<file path="config.mk">
export PLATFORM = sky130hd
export DESIGN_NAME = adder_arbiter_flat
export DESIGN_NICKNAME = d
export VERILOG_FILES = /design/src/rtl/adder_arbiter_pkg.sv /design/src/rtl/adder_arbiter_if.sv /design/src/rtl/adder_arbiter_adder.sv /design/src/rtl/adder_arbiter.sv /design/src/flat_wrapper.sv
export SDC_FILE = /design/constraint.sdc
export NUM_CORES = 1
export LEC_CHECK = 0
export CAP_MARGIN = 20
export CORE_MARGIN = 1
export CORE_UTILIZATION = 44
export CTS_CLUSTER_SIZE = 10
export DETAILED_ROUTE_END_ITERATION = 6
export GPL_ROUTABILITY_DRIVEN = 0
export PLACE_DENSITY = 0.83
export SLEW_MARGIN = 25
export SYNTH_ARGS = -nofsm -noshare
export SYNTH_HDL_FRONTEND = slang
export SYNTH_SLANG_ARGS = --single-unit
</file>
<file path="constraint.sdc">
create_clock -name i_clk -period 3.96 [get_ports i_clk]
set_input_delay 0.792 -clock i_clk [delete_from_list [all_inputs] [get_ports i_clk]]
set_output_delay 0.792 -clock i_clk [all_outputs]
set_load 0.02 [all_outputs]
</file>
<file path="src/rtl/adder_arbiter_pkg.sv">
// Shared defaults and the round-robin search helper for the shared-adder arbiter.
// Requester count is bounded by MAX_REQ so the search can use fixed-width vectors.
package adder_arbiter_pkg;

  localparam int unsigned DEF_BUS_SIZE = 32;
  localparam int unsigned DEF_NUM_REQ  = 4;
  localparam int unsigned MAX_REQ      = 8;

  typedef struct packed {
    logic       found;
    logic [2:0] idx;
  } rr_pick_t;

  // First set request at or above ptr, wrapping modulo n (n <= MAX_REQ).
  function automatic rr_pick_t rr_pick(input logic [MAX_REQ-1:0] req,
                                       input logic [2:0]         ptr,
                                       input int unsigned        n);
    rr_pick_t    r;
    int unsigned idx;
    r = '0;
    for (int unsigned i = 0; i < MAX_REQ; i++) begin
      idx = (32'(ptr) + i) % n;
      if (i < n && !r.found && req[idx[2:0]]) begin
        r.found = 1'b1;
        r.idx   = idx[2:0];
      end
    end
    return r;
  endfunction

endpackage

</file>
<file path="src/rtl/adder_arbiter_if.sv">
// Request/result bundle between requesters, result consumer and the shared adder.
// Signal names keep the legacy port names so existing hookups map one-to-one.
interface adder_arbiter_if
  import adder_arbiter_pkg::*;
#(
  parameter int unsigned BUS_SIZE = DEF_BUS_SIZE,
  parameter int unsigned NUM_REQ  = DEF_NUM_REQ
);
  localparam int unsigned ID_W = $clog2(NUM_REQ);

  logic [NUM_REQ-1:0]          i_req;
  logic [NUM_REQ*BUS_SIZE-1:0] i_a;
  logic [NUM_REQ*BUS_SIZE-1:0] i_b;
  logic [NUM_REQ-1:0]          o_grant;
  logic                        o_valid;
  logic [BUS_SIZE-1:0]         o_sum;
  logic [ID_W-1:0]             o_id;
  logic                        i_ready;

  modport master (
    output i_req, i_a, i_b, i_ready,
    input  o_grant, o_valid, o_sum, o_id
  );

  modport slave (
    input  i_req, i_a, i_b, i_ready,
    output o_grant, o_valid, o_sum, o_id
  );

endinterface

</file>
<file path="src/rtl/adder_arbiter_adder.sv">
// Plain modular adder: carry-out dropped, no signed interpretation.
module adder #(
  parameter int unsigned BUS_SIZE = 32
) (
  input  logic [BUS_SIZE-1:0] a_i,
  input  logic [BUS_SIZE-1:0] b_i,
  output logic [BUS_SIZE-1:0] sum_o
);

  assign sum_o = a_i + b_i;

endmodule

</file>
<file path="src/rtl/adder_arbiter.sv">
// Round-robin shares one adder among NUM_REQ requesters through a 2-stage
// pipeline; results leave tagged with the requester id over valid/ready.
module adder_arbiter
  import adder_arbiter_pkg::*;
#(
  parameter int unsigned BUS_SIZE = DEF_BUS_SIZE,
  parameter int unsigned NUM_REQ  = DEF_NUM_REQ
) (
  input logic            i_clk,
  input logic            i_reset,
  adder_arbiter_if.slave bus
);

  localparam int unsigned ID_W = $clog2(NUM_REQ);

  logic                advance1;
  logic                advance2;
  logic [MAX_REQ-1:0]  req_ext;
  logic [2:0]          ptr_ext;
  rr_pick_t            pick;
  logic                grant_any;
  logic [NUM_REQ-1:0]  grant;
  logic [ID_W-1:0]     gnt_id;
  logic [ID_W-1:0]     ptr_d;
  logic [BUS_SIZE-1:0] a_sel;
  logic [BUS_SIZE-1:0] b_sel;
  logic [BUS_SIZE-1:0] sum;

  logic                s1_valid_q;
  logic [BUS_SIZE-1:0] s1_a_q;
  logic [BUS_SIZE-1:0] s1_b_q;
  logic [ID_W-1:0]     s1_id_q;
  logic                o_valid_q;
  logic [BUS_SIZE-1:0] o_sum_q;
  logic [ID_W-1:0]     o_id_q;
  logic [ID_W-1:0]     rr_ptr_q;

  assign advance2 = !o_valid_q || bus.i_ready;
  assign advance1 = !s1_valid_q || advance2;

  always_comb begin
    req_ext              = '0;
    req_ext[NUM_REQ-1:0] = bus.i_req;
    ptr_ext              = '0;
    ptr_ext[ID_W-1:0]    = rr_ptr_q;
    pick                 = rr_pick(req_ext, ptr_ext, NUM_REQ);
    // Narrow the 3-bit search index to ID_W by match so no index bit is left dangling.
    gnt_id = '0;
    for (int unsigned k = 0; k < NUM_REQ; k++) begin
      if (pick.idx == 3'(k)) gnt_id = ID_W'(k);
    end
    grant_any = pick.found && advance1 && !i_reset;
    grant     = '0;
    for (int unsigned k = 0; k < NUM_REQ; k++) begin
      grant[k] = grant_any && (gnt_id == ID_W'(k));
    end
    ptr_d = (gnt_id == ID_W'(NUM_REQ - 1)) ? '0 : gnt_id + 1'b1;
    a_sel = bus.i_a[gnt_id*BUS_SIZE +: BUS_SIZE];
    b_sel = bus.i_b[gnt_id*BUS_SIZE +: BUS_SIZE];
  end

  adder #(.BUS_SIZE(BUS_SIZE)) u_adder (
    .a_i  (s1_a_q),
    .b_i  (s1_b_q),
    .sum_o(sum)
  );

  always_ff @(posedge i_clk) begin
    if (i_reset) begin
      s1_valid_q <= 1'b0;
      s1_a_q     <= '0;
      s1_b_q     <= '0;
      s1_id_q    <= '0;
      o_valid_q  <= 1'b0;
      o_sum_q    <= '0;
      o_id_q     <= '0;
      rr_ptr_q   <= '0;
    end else begin
      if (advance2) begin
        o_valid_q <= s1_valid_q;
        if (s1_valid_q) begin
          o_sum_q <= sum;
          o_id_q  <= s1_id_q;
        end
      end
      if (advance1) begin
        s1_valid_q <= grant_any;
        if (grant_any) begin
          s1_a_q  <= a_sel;
          s1_b_q  <= b_sel;
          s1_id_q <= gnt_id;
        end
      end
      if (grant_any) rr_ptr_q <= ptr_d;
    end
  end

  assign bus.o_grant = grant;
  assign bus.o_valid = o_valid_q;
  assign bus.o_sum   = o_sum_q;
  assign bus.o_id    = o_id_q;

endmodule

</file>
<file path="src/flat_wrapper.sv">
// flat-port wrapper written by rule: the top's interface ports become plain ports
module adder_arbiter_flat import adder_arbiter_pkg::*;
#(
  parameter int unsigned BUS_SIZE = DEF_BUS_SIZE,
  parameter int unsigned NUM_REQ  = DEF_NUM_REQ
)
  (i_clk, i_reset, bus_i_req, bus_i_a, bus_i_b, bus_i_ready, bus_o_grant, bus_o_valid, bus_o_sum, bus_o_id);
  adder_arbiter_if #(.BUS_SIZE(BUS_SIZE), .NUM_REQ(NUM_REQ)) bus_i ();
  input logic i_clk;
  input logic i_reset;
  input wire logic [$bits(bus_i.i_req)-1:0] bus_i_req;
  input wire logic [$bits(bus_i.i_a)-1:0] bus_i_a;
  input wire logic [$bits(bus_i.i_b)-1:0] bus_i_b;
  input wire logic [$bits(bus_i.i_ready)-1:0] bus_i_ready;
  output wire logic [$bits(bus_i.o_grant)-1:0] bus_o_grant;
  output wire logic [$bits(bus_i.o_valid)-1:0] bus_o_valid;
  output wire logic [$bits(bus_i.o_sum)-1:0] bus_o_sum;
  output wire logic [$bits(bus_i.o_id)-1:0] bus_o_id;
  assign bus_i.i_req = bus_i_req;
  assign bus_i.i_a = bus_i_a;
  assign bus_i.i_b = bus_i_b;
  assign bus_i.i_ready = bus_i_ready;
  assign bus_o_grant = bus_i.o_grant;
  assign bus_o_valid = bus_i.o_valid;
  assign bus_o_sum = bus_i.o_sum;
  assign bus_o_id = bus_i.o_id;
  adder_arbiter #(.BUS_SIZE(BUS_SIZE), .NUM_REQ(NUM_REQ)) u_core (.i_clk(i_clk), .i_reset(i_reset), .bus(bus_i));
endmodule
</file>
==> results.toml <==
[floorplan]
die_w_um = 129
pin_count = 302
core_area_um2 = 15400
initial_core_util = 0.459
die-area_um2 = 16600
fp.dieH_um = 129
num_rows = 45

[synth]
synth_edf_count = 0
ys_types = 56
syn_inst = 993
syn_area_um2 = 7070
syn-num-nets = 1294
syn_avg_cell_area_um2 = 7.12
ys_ff_latch = 104
seq_area_frac_synth = 0.294
yosys_warnings = 0
ys_async_sr_fraction = 0
synth_ff_type = "dfxtp_1"

[critical_path]
critPathKind = "in2out"
reg2regPathDepth = 11
worst-path-max-fanout = 5
cp-start-kind = "input port"
crit_required_ns = 3.17
cp_data_arrival_time_ns = 2.88
worst_setup_path_end_kind = "output port"

[power]
p_total_uw = 5840
p_leak_uw = 0.00430
irDropWorstVdd_mv = 0.283
pwr_density_cell_nw_per_um2 = 558

[cts]
cts_setup_buffers = 0
clock_latency_ns = 0.34
cts.path.max_buffers = 2
clkTransAtPathRegs_ns = 0.07
root_buffer = "clkbuf_16"
cts.sinks = 104
cts-htree-levels = 3
cts_tree = "built"
cts_resized = 0
cts_hold_buf = 0
cts_buffers = 9

[grt]
grt_pass1_vias = 7149
antenna_found_initial = 0
gr-total-overflow = 0
grt_max_degree = 81
track_usage = 0.279
grt_pass1_wl_um = 36200

[place]
placed_cells = 1447
post-dp-hpwl_um = 18700
portBuffers = 301

[cells_and_area]
areaGrowthSynthToFinish_pct = 48.2
antennaDiodeCount = 0
fin_nets = 1548
fill_cells = 1354
drive_above_1_share = 0.0687
final_cells = 1463

[timing]
setup_viol_count_final = 0
worstMarginPinSlew_ns = 0.975
rsz0062_at_grt = "no"
skew_ns = 0.00980
max_slew_margin = 0.348
fin_crit_ns = 3.67
fmax_mhz = 272
period_share = 0.927
finalHoldViolations = 0
fin_tns_setup_ns = 0
final-max-slew-violation-count = 0

[route]
ant_nets = 0
drc = 0
drt_wl_total_um = 23700
drt-initial-drc-count = 609
detail_route.wl_per_cell_um = 16.2
viasPerCell = 5.42
firstDrtPassIters = 5
num_vias = 7926

[run_status]
status = "finished, final reports clean"

[worst_hold_path]
min_path_cells = 2
min_path_type = "reg2reg"

[run]
cap_violations = 0
[critical path, stage by stage]
cell,delay (ns)
clkdlybuf4s50_1,0.52
inv_1,0.07
a21oi_1,0.13
nor2_1,0.07
a211o_4,0.34
inv_2,0.10
ha_1,0.14
and2_1,0.11
clkdlybuf4s50_1,0.60
[registers in the layout, summed over array words and instances (netlist names)]
register            cells
u_core.bus.o_id         2
u_core.bus.o_sum       32
u_core.bus.o_valid      1
u_core.rr_ptr_q         2
u_core.s1_a_q          32
u_core.s1_b_q          32
u_core.s1_id_q          2
u_core.s1_valid_q       1
[final cells by class]
| cell class | count | area [um^2] | area share |
|---|---|---|---|
| Inverter | 8 | 30.0 | 0.00286 |
| Multi-Input combinational cell | 808 | 4710 | 0.449 |
| Timing Repair Buffer | 316 | 3120 | 0.298 |
| Tap cell | 211 | 264 | 0.0252 |
| Clock buffer | 9 | 225 | 0.0215 |
| Clock inverter | 7 | 55.1 | 0.00525 |
| Sequential cell | 104 | 2080 | 0.199 |
[layer usage]
layer / part of all wire / vias up / track usage
li1: - / 3977 / -
met1: 0.43 / 3605 / 0.358
met2: 0.51 / 316 / 0.500
met3: 0.056 / 28 / 0.0341
met4: 0.012 / 0 / 0.0567
met5: 0 / - / 0
[cell usage after synthesis (3+ instances only)]
cell | n | share of area
buf_1 | 6 | 0.0032
nand3b_1 | 5 | 0.0053
nor3b_1 | 36 | 0.038
a31o_2 | 33 | 0.041
nand3_1 | 76 | 0.054
a21oi_1 | 114 | 0.081
o21ai_1 | 6 | 0.0042
o21ai_0 | 46 | 0.033
o211ai_1 | 4 | 0.0042
or3_1 | 5 | 0.0044
mux2i_1 | 31 | 0.044
xnor2_1 | 16 | 0.020
a21o_1 | 10 | 0.011
nand2b_1 | 3 | 0.0027
a31oi_1 | 3 | 0.0027
ha_1 | 37 | 0.065
and2_1 | 6 | 0.0053
buf_2 | 6 | 0.0042
nand2_1 | 275 | 0.15
nor3_1 | 6 | 0.0042
clkbuf_1 | 61 | 0.032
and3_1 | 3 | 0.0027
inv_1 | 8 | 0.0042
and4_1 | 3 | 0.0037
a211oi_1 | 7 | 0.0074
nor2b_1 | 3 | 0.0027
xor2_1 | 9 | 0.011
a211oi_2 | 4 | 0.0071
dfxtp_1 | 104 | 0.29
o21a_1 | 5 | 0.0053
nor2_1 | 33 | 0.018
[report_power, final]
group          switching (uW)  internal, uW  total [uW]
sequential                261          1390        1650
clock                     408           432         840
combinational            1880          1480        3360
total                    2550          3300        5840
[cell usage in the layout, fill, tap and decap left out, types with 6 or more instances in the layout]
master / instances
a31o_2: 33
a21o_1: 10
nand3_1: 76
clkdlybuf4s50_1: 300
and2_1: 6
nor2_1: 31
dfxtp_1: 104
nor3b_1: 36
nand2_1: 275
clkbuf_16: 9
xor2_1: 9
o21ai_1: 6
o21ai_0: 46
xnor2_1: 16
ha_1: 37
a21oi_1: 114
a211oi_1: 7
mux2i_1: 31
buf_4: 15
inv_1: 7
[final timing paths]
path                                            from  slack [ns]                   end
worst max-delay path                    bus_i_req[1]        0.29        bus_o_grant[1]
worst min-delay path            u_core.bus.o_sum[28]        0.45  u_core.bus.o_sum[28]
worst max register to register      u_core.s1_b_q[0]        0.97  u_core.bus.o_sum[24]
worst min register to register  u_core.bus.o_sum[28]        0.45  u_core.bus.o_sum[28]
[per-stage QoR]
step	setup WS, ns	hold slack, ns	instance area [um^2]	util
floorplan	0.559	0.429	7070	-
global placement	0.306	0.439	10200	0.661
detailed placement	0.232	0.445	10200	0.661
CTS	0.291	0.453	10500	0.680
global route	0.147	0.464	10500	0.680
finish	0.288	0.450	10500	0.680
[kinds of logic after synthesis]
| group | count (synthesis) | share of synthesized area |
|---|---|---|
| DFF | 104 | 0.294 |
| buffers and inverters | 81 | 0.0440 |
| and+or+nand+nor | 461 | 0.294 |
| AOI/OAI and AO/OA | 253 | 0.224 |
| xor gates and xnor gates | 25 | 0.0310 |
| muxes | 31 | 0.0439 |
| adders and majority gates | 38 | 0.0683 |
Power figures use the tool's default switching activity.
==> RTL edit 1 (config.mk and constraints unchanged) <==
Reset style: asynchronous (`i_reset`), changed in one clocked block.
--- a/src/rtl/adder_arbiter.sv
+++ b/src/rtl/adder_arbiter.sv
@@ -66,5 +66,5 @@
   );
 
-  always_ff @(posedge i_clk) begin
+  always_ff @(posedge i_clk or posedge i_reset) begin
     if (i_reset) begin
       s1_valid_q <= 1'b0;
Check against the original RTL: differs if i_reset is asserted again (counterexample within 4 cycles, from zero or initial values and one cycle with i_reset high); with i_reset held inactive, the same outputs for 4 cycles.
==> RTL edit 1 against the original RTL <==
- routed wire length down 10%
- non-clock buffer count down 5
- setup slack worse by 0.033 ns
- area after synthesis up 2.6%
- final cell count down 22%
- cell area up 3.1%
- critical path depth down 1
- global-route usage down 1.9 points
- maximum frequency down 0.90%
- register-to-register slack better by 0.09 ns
- power up 41%
- sequential cell count unchanged
- critical path type unchanged
==> RTL edit 1: results (changes against the original RTL) <==
stage,metric,value,unit,change
yosys,top post-synthesis cells by area,"dfrtp_1 36%, mux4_2 20%, mux2_2 9.8%, ha_1 6.4%, nand2_1 3.7%",,
cts,CTS buffer count,9,,unchanged
power_and_ir_drop,worst vdd ir,0.000429,V,+52%
placed_design,Placed Area,10500,um2,+2.9%
placed_design,Final HPWL DP,16800,um,-10%
setup_path,max incr delay on CP,0.53,ns,-0.07 ns
setup_path,FF-to-FF path depth,12,,+1
yosys,ys async rst share,100,%,+100 points
grt,first-pass GRT wire length,33600,um,-7.2%
route,Via Count,6398,,-19%
route,Iteration-0 DRC Markers,462,,-24%
cts,"Reg clk slew, reported paths",0.07,ns,about the same
worst_hold_path,hold path cells,2,,unchanged
setup_path,family with the most delay on the worst path,buffers and inverters,,
route,Via density,5.59,,+3.2%
worst_hold_path,min-delay src,u_core.s1_id_q[1]$_DFFE_PP0P_,,
yosys,sequential share of the synthesized area,35.8,%,+6.4 points
cts,Post-CTS Resized,0,,unchanged
grt,GRT Overall Usage,26.0,%,-1.9 points
worst_hold_path,WHS Endpoint,u_core.bus.o_id[1]$_DFFE_PP0P_,,
setup_path,crit path DAT,2.91,ns,+0.03 ns
sta,clock skew,0.00558,ns,-0.00422 ns
setup_path,Crit-path slowest cell,clkdlybuf4s50_1,,
grt,vias in the first global route,6591,,-7.8%
grt,initial antenna violation count,1,,+1
cts,"Clk Latency, worst-skew pair",0.35,ns,
outcome,status,"complete, no violations",,
power_and_ir_drop,switching power,3.54,mW,+39%
setup_path,flop-to-flop setup slack,1.06,ns,+0.09 ns
yosys,top_reg_cell synth,dfrtp_1,,
yosys,post-synth cell types,56,,unchanged
route,router iterations before antenna repair,5,,unchanged
cells_and_area,Final Net Count,1224,,-21%
placed_design,pre-CTS WS,0.260,ns,+0.0278 ns
placed_design,port bufs,301,,unchanged
yosys,top post-synthesis cells by count,"104 x dfrtp_1, 71 x nand2_1, 64 x mux4_2",,
sta,Slew @ Worst Pin,0.911,ns,-0.0642 ns
cts,clock tree buffer depth,2,,unchanged
cts,# Post-CTS Setup Buffers,0,,unchanged
setup_path,RR Startpoint,u_core.s1_a_q[0]$_DFFE_PP0P_,,
cts,H-tree depth,3,,unchanged
cts,root buf cell,clkbuf_16,,
setup_path,CP Buf/Inv Count,3,,-1
worst_hold_path,Tightest Hold Check Type,register to register,,
setup_path,FF-to-FF End,u_core.bus.o_sum[30]$_DFFE_PP0P_,,
placed_design,dpl cells,1128,,-22%
cells_and_area,layout cells sized above 1,17.4,%,+10 points
yosys,Yosys Warn Count,0,,unchanged
power_and_ir_drop,cell leakage power,4.34,nW,+0.87%
route,Detailed Route WL,21300,um,-10%
yosys,Syn Nets,941,,-27%
grt,largest net degree at the start of global routing,72,,-11%
yosys,Cells after Synth,640,,-36%
sta,Hold WS,0.473,ns,+0.0224 ns
setup_path,crit-path max FO,5,,unchanged
[RTL edit 1: worst max-delay path by stage]
stage	from	to	slack, ns
after floorplan	i_reset	u_core.bus.o_id[0]$_DFFE_PP0P_	0.44
after global placement	bus_i_req[3]	bus_o_grant[0]	0.32
after CTS	bus_i_req[3]	bus_o_grant[0]	0.25
after global routing	bus_i_req[3]	bus_o_grant[2]	0.15
final	bus_i_req[3]	bus_o_grant[0]	0.26
after detailed placement	bus_i_req[3]	bus_o_grant[0]	0.26
[RTL edit 1: kinds of logic (layout without fill, tap and decap cells)]
kind of cell / count (synthesis) / in the layout / share of synthesized area, %
other cells: 0 / 1 / 0
flops: 104 / 104 / 35.8
compound gates: 138 / 138 / 12.0
simple gates: 154 / 154 / 9.55
mux: 129 / 129 / 29.9
buf+inv: 55 / 342 / 3.43
xor+xnor: 22 / 22 / 2.65
fa+ha+maj: 38 / 38 / 6.65
[RTL edit 1: power groups by stage]
stage                     Sequential (mW)  Clock (mW)  Combinational, mW
after floorplan                      2.05           0               3.65
after global routing                 2.00       0.989               5.91
after global placement               1.93           0               5.21
after CTS                            1.94       0.952               5.37
after detailed placement             1.96           0               5.32
final                                1.94       0.934               5.38
[RTL edit 1: layer usage]
layer	global-route usage (%)	vias to the layer above	wire, um
met1	30.5	3088	8080
met4	9.47	0	512
met3	6.23	41	1770
met5	0	-	0
li1	-	2996	-
met2	46.4	273	11000
[RTL edit 1: final cells by class]
class | count | area (um2)
Fill cell | 1222 | 5190
Multi-Input combinational cell | 481 | 4440
Timing Repair Buffer | 311 | 3130
Sequential cell | 104 | 2600
Clock buffer | 13 | 270
Tap cell | 216 | 270
Inverter | 16 | 62.6
Clock inverter | 2 | 37.5
Antenna cell | 1 | 2.50
==> RTL edit 2 (config.mk and constraints unchanged) <==
Without the edit above. `DEF_NUM_REQ`: 4 -> 2.
--- a/src/rtl/adder_arbiter_pkg.sv
+++ b/src/rtl/adder_arbiter_pkg.sv
@@ -4,5 +4,5 @@
 
   localparam int unsigned DEF_BUS_SIZE = 32;
-  localparam int unsigned DEF_NUM_REQ  = 4;
+  localparam int unsigned DEF_NUM_REQ  = 2;
   localparam int unsigned MAX_REQ      = 8;
 
Interface: changed (5 resized); port bits go from 302 to 169. The function was not compared with the original's and may differ.
==> RTL edit 2 against the original RTL <==
- the run now ends with design-rule violations left
- sequential share of layout area up 7.6 points
- sequential cell count decreased by 3
- die area is 25% lower
- power decreased by 55%
- routed wire length fell by 34%
- area after synthesis shrank 25%
- cell area fell by 30%
- setup slack improved by 0.18 ns
- maximum frequency up 5.1%
- critical path type unchanged
- critical endpoint is now bus_o_grant[0]
- largest cell class unchanged
- largest power group is now sequential cells
==> RTL edit 2: results (changes against the original RTL) <==
stage,metric,value,unit,change
outcome,status,finished with violations,,
outcome,failing checks,design-rule violations,,
worst_hold_path,Tightest Hold Check Type,register to register,,
grt,largest net degree at the start of global routing,98,,+21%
cells_and_area,layout cells sized above 1,4.89,%,-2.0 points
grt,vias in the first global route,5287,,-26%
cells_and_area,Fillers,961,,-29%
yosys,Syn Nets,783,,-39%
yosys,top post-synthesis cells by count,"101 x dfxtp_1, 91 x nor2_1, 64 x a222oi_1",,
route,WL/cell,17.4,um,+7.2%
placed_design,Placed Area,7040,um2,-31%
sta,Final Hold Vio Count,0,,unchanged
power_and_ir_drop,switching power,0.727,mW,-71%
route,router iterations before antenna repair,7,,+2
cells_and_area,Final Net Count,917,,-41%
route,Iteration-0 DRC Markers,726,,+19%
grt,GRT Overall Usage,25.1,%,-2.8 points
cells_and_area,area of the multi-input gates,3090,um2,-34%
sta,Slew @ Worst Pin,0.996,ns,+0.0206 ns
yosys,sequential share of the synthesized area,38.1,%,+8.7 points
placed_design,Final HPWL DP,11200,um,-40%
setup_path,crit-path max FO,5,,unchanged
route,DR DRC count,16,,+16
setup_path,max incr delay on CP,0.64,ns,+0.04 ns
route,Via Count,5424,,-32%
sta,clock skew,0.0131,ns,+0.00329 ns
cts,root buf cell,clkbuf_16,,
yosys,post-synth cell types,50,,-11%
grt,first-pass GRT wire length,25600,um,-29%
power_and_ir_drop,worst vdd ir,0.000192,V,-32%
cts,"Reg clk slew, reported paths",0.07,ns,about the same
placed_design,port bufs,168,,-44%
cts,# Post-CTS Setup Buffers,0,,unchanged
cts,CTS buffer count,9,,unchanged
power_and_ir_drop,cell leakage power,2.92,nW,-32%
yosys,top post-synthesis cells by area,"dfxtp_1 38%, a222oi_1 12%, ha_1 7.3%, nor2_1 6.4%, a21oi_1 5.0%",,
setup_path,crit path DAT,2.70,ns,-0.18 ns
RTL edit 2: changes by cell type in the layout (fill, tap and decap cells not counted), moves of 8 or more:
cell,delta
nand3_1,-62
nor3b_1,-35
nand2_1,-226
nand4_1,+8
nor2_1,+60
a21o_1,+8
clkdlybuf4s50_1,-133
a222oi_1,+64
a31o_2,-33
o21ai_0,-24
mux2i_1,-31
a21oi_1,-62
buf_4,-8
RTL edit 2: final timing paths:
path,startpoint,endpoint,slack (ns),cells after the start
hold / removal,u_core.bus.o_sum[16]$_SDFFE_PP0P_,u_core.bus.o_sum[16]$_SDFFE_PP0P_,0.45,2
hold reg to reg,u_core.bus.o_sum[16]$_SDFFE_PP0P_,u_core.bus.o_sum[16]$_SDFFE_PP0P_,0.45,2
setup / recovery,bus_i_ready,bus_o_grant[0],0.47,6
setup reg to reg,u_core.s1_b_q[0]$_SDFFE_PP0P_,u_core.bus.o_sum[28]$_SDFFE_PP0P_,1.02,10
RTL edit 2: area by class of cell:
type	count	area share [%]
Multi-Input combinational cell	458	41.9
Sequential cell	101	27.5
Timing Repair Buffer	174	23.4
Clock buffer	10	3.25
Tap cell	143	2.43
Clock inverter	6	1.04
Inverter	8	0.408
RTL edit 2: kinds of logic (layout without fill, tap and decap cells):
group                      after synthesis  count (layout)  synth area share, %
and+or+nand+nor                        209             209                 18.1
buffers and inverters                   59             198                 4.18
AOI/OAI and AO/OA                      196             196                 28.4
xor gates and xnor gates                21              21                 3.47
DFF                                    101             101                 38.1
adders and majority gates               32              32                 7.69
RTL edit 2: through the flow:
step / std cells / setup WS [ns]
after floorplan: 618 / 1.38
after CTS: 900 / 0.475
after global placement: 884 / 0.524
final: 900 / 0.467
after detailed placement: 884 / 0.494
after global routing: 900 / 0.386
RTL edit 2: layer usage:
metal | GRT usage [%] | wire, um | up-vias
li1 | - | - | 2623
met1 | 32.0 | 6700 | 2527
met2 | 43.0 | 7430 | 250
met3 | 4.30 | 1200 | 24
met4 | 8.02 | 300 | 0
met5 | 0 | 0 | -
RTL edit 2: critical path: cells and delay by family:
| kind | cells | cell delay [ns] |
|---|---|---|
| compound gates | 2 | 0.53 |
| simple gates | 2 | 0.28 |
| buf+inv | 2 | 1.10 |
RTL edit 2: power groups by stage:
stage                     Combinational (mW)  Sequential (mW)  Clock, mW
after global placement                 0.548             1.15          0
after global routing                   0.619             1.13      0.976
after floorplan                        0.290             1.16          0
final                                  0.572             1.13      0.917
after CTS                              0.569             1.13      0.931
after detailed placement               0.564             1.15          0
